$ cat config.mk
export PLATFORM = sky130hd
export DESIGN_NAME = uart_bus_bridge
export DESIGN_NICKNAME = d
export VERILOG_FILES = /design/src/rtl/uart_bus_bridge.sv
export SDC_FILE = /design/constraint.sdc
export NUM_CORES = 1
export LEC_CHECK = 0
export CORE_ASPECT_RATIO = 1.2
export CORE_UTILIZATION = 45
export CTS_CLUSTER_SIZE = 28
export DETAILED_ROUTE_END_ITERATION = 6
export GPL_ROUTABILITY_DRIVEN = 1
export HOLD_SLACK_MARGIN = 0.02
export PLACE_DENSITY = 0.77
export SLEW_MARGIN = 5
export SYNTH_ARGS = -nofsm -noshare
export SYNTH_HDL_FRONTEND = slang
export SYNTH_SLANG_ARGS = --single-unit
$ cat constraint.sdc
create_clock -name clk -period 5.6 [get_ports clk]
set_input_delay 0.84 -clock clk [delete_from_list [all_inputs] [get_ports clk]]
set_output_delay 0.84 -clock clk [all_outputs]
set_load 0.1 [all_outputs]
$ cat src/rtl/uart_bus_bridge.sv
// uart_bus_bridge: serial-to-bus debug bridge.
// Decodes host command frames arriving byte by byte from a UART receiver,
// issues one 32-bit read or write on an ibex-style data bus, and returns a
// status byte (plus read data, LSB first) through a UART transmitter.
//   Frames (multi-byte fields LSB first):
//     write: CMD_WRITE A0 A1 A2 A3 D0 D1 D2 D3   -> 'K' or 'E'
//     read : CMD_READ  A0 A1 A2 A3               -> 'K' R0 R1 R2 R3, or 'E'
//     other opcode                               -> '?'
// Ports:
//   clk, rst_n                     clock, asynchronous active-low reset
//   rx_data, rx_data_valid         received byte + one-cycle strobe
//   tx_data, tx_data_valid,tx_busy byte to transmitter, one-cycle strobe, busy
//   bus_req/gnt/rvalid/err         bus handshake (single outstanding access)
//   bus_we/be/addr/wdata/rdata     bus request fields and read data
//   busy                           high whenever the bridge is not idle
module uart_bus_bridge #(
  parameter int          TIMEOUT_CYCLES = 1000000,
  parameter logic [7:0]  CMD_WRITE      = 8'h57,
  parameter logic [7:0]  CMD_READ       = 8'h52
) (
  input  logic        clk,
  input  logic        rst_n,
  input  logic [7:0]  rx_data,
  input  logic        rx_data_valid,
  output logic [7:0]  tx_data,
  output logic        tx_data_valid,
  input  logic        tx_busy,
  output logic        bus_req,
  input  logic        bus_gnt,
  input  logic        bus_rvalid,
  input  logic        bus_err,
  output logic        bus_we,
  output logic [3:0]  bus_be,
  output logic [31:0] bus_addr,
  output logic [31:0] bus_wdata,
  input  logic [31:0] bus_rdata,
  output logic        busy
);

  typedef enum logic [2:0] {
    ST_IDLE          = 3'd0,
    ST_GET_ADDR      = 3'd1,
    ST_GET_DATA      = 3'd2,
    ST_BUS_REQ       = 3'd3,
    ST_BUS_WAIT      = 3'd4,
    ST_TX_LOAD       = 3'd5,
    ST_TX_WAIT_START = 3'd6,
    ST_TX_WAIT_DONE  = 3'd7
  } state_t;

  // Last idle count before abort: abort fires in the TIMEOUT_CYCLES-th idle cycle.
  localparam logic [31:0] TMO_LAST = 32'(TIMEOUT_CYCLES - 1);

  state_t      state_r;
  logic        we_r;
  logic [1:0]  cnt_r;
  logic [31:2] addr_r;       // A0[1:0] is never needed: the bus address is word aligned
  logic [23:0] wdata_r;      // D3 goes straight to bus_wdata when the request launches
  logic [39:0] resp_r;       // response bytes, byte 0 transmitted first
  logic [2:0]  resp_idx_r;
  logic [2:0]  resp_last_r;
  logic [31:0] tmo_r;

  // Command FSM, bus initiator, transmit sequencer and idle timeout.
  always_ff @(posedge clk or negedge rst_n) begin
    if (!rst_n) begin
      state_r       <= ST_IDLE;
      we_r          <= 1'b0;
      cnt_r         <= 2'd0;
      addr_r        <= 30'd0;
      wdata_r       <= 24'd0;
      resp_r        <= 40'd0;
      resp_idx_r    <= 3'd0;
      resp_last_r   <= 3'd0;
      tmo_r         <= 32'd0;
      tx_data       <= 8'd0;
      tx_data_valid <= 1'b0;
      bus_req       <= 1'b0;
      bus_we        <= 1'b0;
      bus_be        <= 4'h0;
      bus_addr      <= 32'd0;
      bus_wdata     <= 32'd0;
      busy          <= 1'b0;
    end else begin
      tx_data_valid <= 1'b0;
      if (state_r == ST_IDLE) begin
        tmo_r <= 32'd0;
      end else begin
        tmo_r <= tmo_r + 32'd1;
      end

      // A request that has not been granted must not be withdrawn, so
      // BUS_REQ is exempt from the abort; every later wait can time out.
      if ((state_r != ST_IDLE) && (state_r != ST_BUS_REQ) && (tmo_r == TMO_LAST)) begin
        state_r <= ST_IDLE;
        busy    <= 1'b0;
        bus_req <= 1'b0;
        bus_be  <= 4'h0;
        cnt_r   <= 2'd0;
        tmo_r   <= 32'd0;
      end else begin
        case (state_r)
          ST_IDLE: begin
            if (rx_data_valid) begin
              busy  <= 1'b1;
              cnt_r <= 2'd0;
              tmo_r <= 32'd0;
              if ((rx_data == CMD_WRITE) || (rx_data == CMD_READ)) begin
                we_r    <= (rx_data == CMD_WRITE);
                state_r <= ST_GET_ADDR;
              end else begin
                resp_r      <= {32'd0, 8'h3F};
                resp_idx_r  <= 3'd0;
                resp_last_r <= 3'd0;
                state_r     <= ST_TX_LOAD;
              end
            end
          end

          ST_GET_ADDR: begin
            if (rx_data_valid) begin
              tmo_r <= 32'd0;
              cnt_r <= cnt_r + 2'd1;
              case (cnt_r)
                2'd0:    addr_r[7:2]   <= rx_data[7:2];
                2'd1:    addr_r[15:8]  <= rx_data;
                2'd2:    addr_r[23:16] <= rx_data;
                default: addr_r[31:24] <= rx_data;
              endcase
              if (cnt_r == 2'd3) begin
                if (we_r) begin
                  state_r <= ST_GET_DATA;
                end else begin
                  // A3 is still in flight to addr_r, so take it from rx_data.
                  bus_addr <= {rx_data, addr_r[23:2], 2'b00};
                  bus_we   <= 1'b0;
                  bus_be   <= 4'hF;
                  bus_req  <= 1'b1;
                  state_r  <= ST_BUS_REQ;
                end
              end
            end
          end

          ST_GET_DATA: begin
            if (rx_data_valid) begin
              tmo_r <= 32'd0;
              cnt_r <= cnt_r + 2'd1;
              case (cnt_r)
                2'd0:    wdata_r[7:0]   <= rx_data;
                2'd1:    wdata_r[15:8]  <= rx_data;
                2'd2:    wdata_r[23:16] <= rx_data;
                default: wdata_r        <= wdata_r;
              endcase
              if (cnt_r == 2'd3) begin
                bus_addr  <= {addr_r, 2'b00};
                bus_wdata <= {rx_data, wdata_r};
                bus_we    <= 1'b1;
                bus_be    <= 4'hF;
                bus_req   <= 1'b1;
                state_r   <= ST_BUS_REQ;
              end
            end
          end

          ST_BUS_REQ: begin
            if (bus_gnt) begin
              bus_req <= 1'b0;
              bus_be  <= 4'h0;
              tmo_r   <= 32'd0;
              state_r <= ST_BUS_WAIT;
            end
          end

          ST_BUS_WAIT: begin
            if (bus_rvalid) begin
              tmo_r      <= 32'd0;
              resp_idx_r <= 3'd0;
              if (bus_err) begin
                resp_r      <= {32'd0, 8'h45};
                resp_last_r <= 3'd0;
              end else if (we_r) begin
                resp_r      <= {32'd0, 8'h4B};
                resp_last_r <= 3'd0;
              end else begin
                resp_r      <= {bus_rdata, 8'h4B};
                resp_last_r <= 3'd4;
              end
              state_r <= ST_TX_LOAD;
            end
          end

          ST_TX_LOAD: begin
            if (!tx_busy) begin
              tx_data       <= resp_r[{resp_idx_r, 3'b000} +: 8];
              tx_data_valid <= 1'b1;
              tmo_r         <= 32'd0;
              state_r       <= ST_TX_WAIT_START;
            end
          end

          ST_TX_WAIT_START: begin
            if (tx_busy) begin
              tmo_r   <= 32'd0;
              state_r <= ST_TX_WAIT_DONE;
            end
          end

          ST_TX_WAIT_DONE: begin
            if (!tx_busy) begin
              tmo_r <= 32'd0;
              if (resp_idx_r == resp_last_r) begin
                busy    <= 1'b0;
                state_r <= ST_IDLE;
              end else begin
                resp_idx_r <= resp_idx_r + 3'd1;
                state_r    <= ST_TX_LOAD;
              end
            end
          end

          default: begin
            busy    <= 1'b0;
            bus_req <= 1'b0;
            bus_be  <= 4'h0;
            state_r <= ST_IDLE;
          end
        endcase
      end
    end
  end

endmodule

==> impl_metrics.ini, run 1 <==
[setup_path]
critical_path_class = input port to flop
path_max_fanout = 24
end_kind = flop
arrival_ns = 3.66
ff2ff_setup_slack_ns = 2.62
worstSetupStartpointType = input port
required_ns = 6.03

[cts]
htreeDepth = 1
holdBufCountCts = 0
post_cts_buffers = 0
cts_tree = built
clock_sinks = 207
cts_root_buffer = clkbuf_16
cts_buffers = 21
insertion_delay_ns = 0.50
clockBufferDepth = 3
clk_pin_slew_ns = 0.06
cts_resized = 0

[cells_and_area]
drive_gt1_share_pct = 13.0
diodes = 0
fin_nets = 890
fin_cells = 1109
syn2layout_area_growth_pct = 22.0

[route]
routed_wirelength_mm = 19.9
vias_per_cell = 5.36
wl_per_cell_um = 18.0
first_pass_iters = 4
drtIter0Drc = 342
drc = 0
ant_nets = 0
vias = 5949

[synthesis]
ys_ff_latch = 207
synth_warnings = 0
ys.flop_type = dfrtp_1
synthesis.area_um2 = 9390
synthCells = 722
seq_area_frac_synth_pct = 55.2
async_reset_ff_share_pct = 100
yosysUniqueCellTypes = 59
synth_edf_count = 0
synth.avg_cell_area_um2 = 13.0

[placement]
io_buffer_count = 124
dp.cells = 1073
hpwl_mm = 13.5
gp_congestion = 0.821

[sta]
timing.final.setup_violations = 0
relSlewSlack_pct = 28.7
fmax_mhz = 310
hold_violations = 0
hold_slack_ns = 0.469
worstMarginPinSlew_ns = 1.07
fin_crit_sh_pct = 57.6
finalMaxSlewViolations = 0
tns_ns = 0
layout_min_cycle_time_ns = 3.22
skew_ns = 0.0174
rsz0062_at_grt = no

[die]
die_h_um = 160
fp.dieW_um = 134
io_pins = 127
coreArea_um2 = 20300
die_area_um2 = 21400
num_rows = 57
initial_utilization_pct = 46.2

[pwr]
power_density_nw_per_um2 = 504
peakVddDrop_mv = 0.288
p_leak_uw = 0.00518

[global_route]
grt_overflow = 0
grt_pass1_vias = 6026
grt_pass1_wl_mm = 32.7
grt_max_degree = 123
grt_util_all_layers_pct = 19.1
antenna_found_initial = 0

[run_status]
status = finished, final reports clean

[job]
cap_violations = 0

[hold_path]
hold_class = flop to flop
## cell usage in the layout, fill, tap and decap left out, drive strengths merged, types with 2 or more instances in the layout
cell	synthesis	final
a211oi	3	3
a21oi	15	15
a22o	36	36
a22oi	3	3
a31oi	3	3
and2	5	5
and3	6	6
and4	2	2
buf	30	7
bufinv	0	3
clkbuf	16	28
clkdlybuf4s50	0	123
clkinv	0	5
conb	1	2
dfrtp	207	207
ha	12	12
inv	16	17
mux2	118	118
mux2i	16	16
mux4	4	4
nand2	36	36
nand2b	2	2
nand3	19	19
nand3b	2	2
nand4	15	15
nor2	57	57
nor2b	2	2
nor3	17	17
nor4	8	8
nor4b	2	2
o21ai	12	12
o22ai	3	3
o31ai	3	3
o41ai	2	2
or2	2	2
or3	2	2
xnor2	5	5
xor2	26	26
## power breakdown
part	internal [µW]	switching [µW]	total, µW
Combinational	719	1470	2190
Clock	853	565	1420
Sequential	1880	285	2160
Total	3450	2320	5770
## synthesized netlist by cell type (9+ instances only)
| master | n | area share, % |
|---|---|---|
| a21oi_1 | 15 | 0.80 |
| mux2i_1 | 16 | 1.7 |
| ha_1 | 12 | 1.6 |
| mux2_4 | 46 | 7.4 |
| nand4_1 | 15 | 1.0 |
| buf_4 | 9 | 0.72 |
| clkbuf_1 | 16 | 0.64 |
| o21ai_0 | 12 | 0.64 |
| inv_1 | 15 | 0.60 |
| buf_6 | 10 | 1.2 |
| nand3_1 | 19 | 1.0 |
| a22o_1 | 36 | 3.4 |
| nor2_1 | 57 | 2.3 |
| buf_2 | 10 | 0.53 |
| dfrtp_1 | 207 | 55 |
| mux2_1 | 72 | 8.6 |
| xor2_1 | 26 | 2.4 |
| nand2_1 | 36 | 1.4 |
## cell families (layout without fill, tap and decap cells)
group	Yosys count	count (layout)	synth area share (%)
XOR/XNOR	31	31	2.89
flip-flops	207	207	55.2
AND/OR/NAND/NOR	184	184	11.0
multiplexers	138	138	18.7
other	1	2	0.0400
buffers and inverters	62	183	3.77
AO/OA/AOI/OAI	87	87	6.81
adder cells (fa/ha/maj)	12	12	1.60
## worst paths after layout
path / to / startpoint / cells past startpoint
max: resp_r[16] / rx_data[6] / 6
min reg2reg: resp_r[0] / resp_r[0] / 1
max in group asynchronous: tmo_r[27] / rst_n / 2
min: resp_r[0] / resp_r[0] / 1
max reg2reg: resp_r[16] / state_r[0] / 8
min in group asynchronous: bus_wdata[6] / rst_n / 1
## registers in the layout (all words and copies together) (netlist names), 2 cells and up
register    count
state_r         3
resp_r         37
resp_idx_r      3
wdata_r        24
addr_r         30
cnt_r           2
tmo_r          32
tx_data         8
bus_wdata      32
bus_addr       30
## area by class of cell
class | count | area, µm²
Clock buffer | 27 | 568
Clock inverter | 9 | 124
Fill cell | 1670 | 8870
Inverter | 16 | 60.1
Multi-Input combinational cell | 454 | 3890
Sequential cell | 207 | 5180
Tap cell | 265 | 332
Timing Repair Buffer | 131 | 1300
## per-layer routing
layer,share of wire (%),wire length (µm),track usage (%)
met5,0,0,0
met4,2.0,390,5.32
met3,3.8,750,2.70
met2,49,9780,31.6
met1,45,8990,26.1
## critical path, cell delays in order
cell             delay [ns]
clkdlybuf4s50_1        0.81
nand4bb_1              0.29
nor4_1                 0.44
or4b_1                 0.75
buf_4                  0.34
a22o_1                 0.17
## through the flow
| stage | setup slack [ns] | total power (µW) | cell area [µm²] | util, % |
|---|---|---|---|---|
| 6_report | 2.38 | 5770 | 11500 | 56.3 |
| 5_1_grt | 2.22 | 6030 | 11500 | 56.3 |
| 4_1_cts | 2.43 | 5830 | 11500 | 56.3 |
| 3_5_place_dp | 1.90 | 4380 | 10800 | 52.9 |
| 3_3_place_gp | 1.95 | 4330 | 10800 | 52.9 |
| 2_1_floorplan | 3.18 | 3870 | 9390 | - |
Power figures use the tool's default switching activity.
==> run 2, diff against run 1 <==
==> constraint.sdc (replaced) <==
create_clock -name clk -period 3.31 [get_ports clk]
set_input_delay 0.4965 -clock clk [delete_from_list [all_inputs] [get_ports clk]]
set_output_delay 0.4965 -clock clk [all_outputs]
set_load 0.1 [all_outputs]
==> run 2 against run 1 <==
  * Non-clock buffer count grew 16
  * Final cell count is 1.4% higher
  * Flip-flop and latch count is the same
  * Register-to-register slack lost 2.2 ns
  * Die area unchanged
  * Worst hold slack got worse by 0.44 ns
  * Via count is 0.89% higher
  * Total power up 70%
  * Clock-buffer cell count unchanged
  * Core utilization up 0.70 points
  * Sequential power is 67% higher
  * Final area grew 1.2%
  * Critical path type is now flop to flop
  * Largest cell class unchanged
==> impl_metrics.ini, run 2 (same netlist as run 1, synthesis figures left out) <==
[cells_and_area]
fin_nets = 906
final_cell_mix = dfrtp_1 (207), clkdlybuf4s50_1 (116), mux2_1 (72), nor2_1 (57), mux2_4 (46)
regArea_um2 = 5180
syn2layout_area_growth_pct = 23.5
largest_reg_flops = 37
top_register = resp_r
multiInputGateArea_um2 = 3890
drive_gt1_share_pct = 15.3
fillCellCount = 1705
diodes = 0
reg.largest.list = resp_r: 37 flops, bus_wdata: 32 flops, tmo_r: 32 flops
layout_commonest_cell = dfrtp_1

[die]
coreArea_um2 = 20300
initial_utilization_pct = 46.2
die_h_um = 160
num_rows = 57
fp.dieW_um = 134
die_area_um2 = 21400
io_pins = 127

[sta]
timing.final.setup_violations = 0
layout_min_cycle_time_ns = 2.92
hold_violations = 0
fmax_mhz = 343
hold_slack_ns = 0.0318
worstMarginPinSlew_ns = 1.01
setup_ws_ns = 0.393
relSlewSlack_pct = 32.6
finalMaxSlewViolations = 0
skew_ns = 0.0133
tns_ns = 0
fin_crit_sh_pct = 88.1
rsz0062_at_grt = no

[route]
first_pass_iters = 4
vias = 6002
drtIter0Drc = 337
vias_per_cell = 5.34
wl_per_cell_um = 17.5
drc = 0
ant_nets = 0
routed_wirelength_mm = 19.6

[job]
cap_violations = 0

[setup_path]
worstSetupStartpointType = flop
required_ns = 3.68
critical_path_class = flop to flop
path_max_fanout = 32
arrival_ns = 3.28
end_kind = flop

[cts]
cts_buffers = 21
clockBufferDepth = 3
holdBufCountCts = 0
cts_resized = 0
cts_tree = built
post_cts_buffers = 0
htreeDepth = 1
clock_sinks = 207
cts_root_buffer = clkbuf_16
clk_pin_slew_ns = 0.06
insertion_delay_ns = 0.50

[placement]
pre_cts_slack_ns = 0.391
gp_congestion = 0.813
hpwl_mm = 13.6
io_buffer_count = 124

[hold_path]
hold_class = input port to async pin

[global_route]
antenna_found_initial = 0
grt_max_degree = 85
grt_overflow = 0
grt_util_all_layers_pct = 19.0
grt_pass1_vias = 5993
grt_pass1_wl_mm = 32.5

[pwr]
power_density_nw_per_um2 = 848
p_leak_uw = 0.00528
peakVddDrop_mv = 0.551

[run_status]
status = finished, final reports clean
## run 2: changes by cell type in the layout (fill, tap and decap cells not counted), sizes merged
cell and delta:
buf +23, clkdlybuf4s50 -7, clkinv -1, bufinv +1
## run 2: path summary, 6_finish.rpt
kind                       startpoint           end  slack [ns]  cells after the start
setup / recovery            tmo_r[10]  bus_wdata[0]        0.39                      7
hold / removal                  rst_n  bus_wdata[6]        0.03                      1
setup reg to reg            tmo_r[10]  bus_wdata[0]        0.39                      7
hold reg to reg             resp_r[0]     resp_r[0]        0.48                      1
max in group asynchronous       rst_n    addr_r[24]        2.48                      2
min in group clk            resp_r[0]     resp_r[0]        0.48                      1
## run 2: layout make-up
cell class	count	area share, %
Sequential cell	207	44.7
Clock buffer	27	4.81
Tap cell	265	2.86
Clock inverter	9	1.28
Inverter	16	0.518
Multi-Input combinational cell	454	33.6
Timing Repair Buffer	147	12.3
## run 2: critical path, stage by stage, from the launching register on
cell and delay [ns]:
dfrtp_1 0.42, nor4b_1 0.44, nand4_1 0.31, nor3_4 0.48, buf_4 0.36, nor3_4 0.07
buf_4 0.31, mux2_1 0.39
## run 2: routing by layer
metal | vias to the layer above | wire length (µm) | GRT usage [%]
li1 | 2816 | - | -
met5 | - | 0 | 0
met1 | 3009 | 8860 | 26.1
met3 | 37 | 680 | 2.38
met2 | 140 | 9690 | 31.6
met4 | 0 | 419 | 5.48
## run 2: metrics by stage
stage / instances / utilization (%) / power [µW] / cell area (µm²)
6_report: 1125 / 57.0 / 9830 / 11600
4_1_cts: 1125 / 57.0 / 9940 / 11600
5_1_grt: 1125 / 57.0 / 10300 / 11600
2_1_floorplan: 723 / - / 6550 / 9390
3_5_place_dp: 1089 / 53.6 / 7450 / 10900
3_3_place_gp: 1089 / 53.6 / 7350 / 10900
## run 2: power by group
group,total [µW],internal [µW],switching [µW]
clock network,2450,1500,948
logic,3780,1260,2530
registers,3600,3180,427
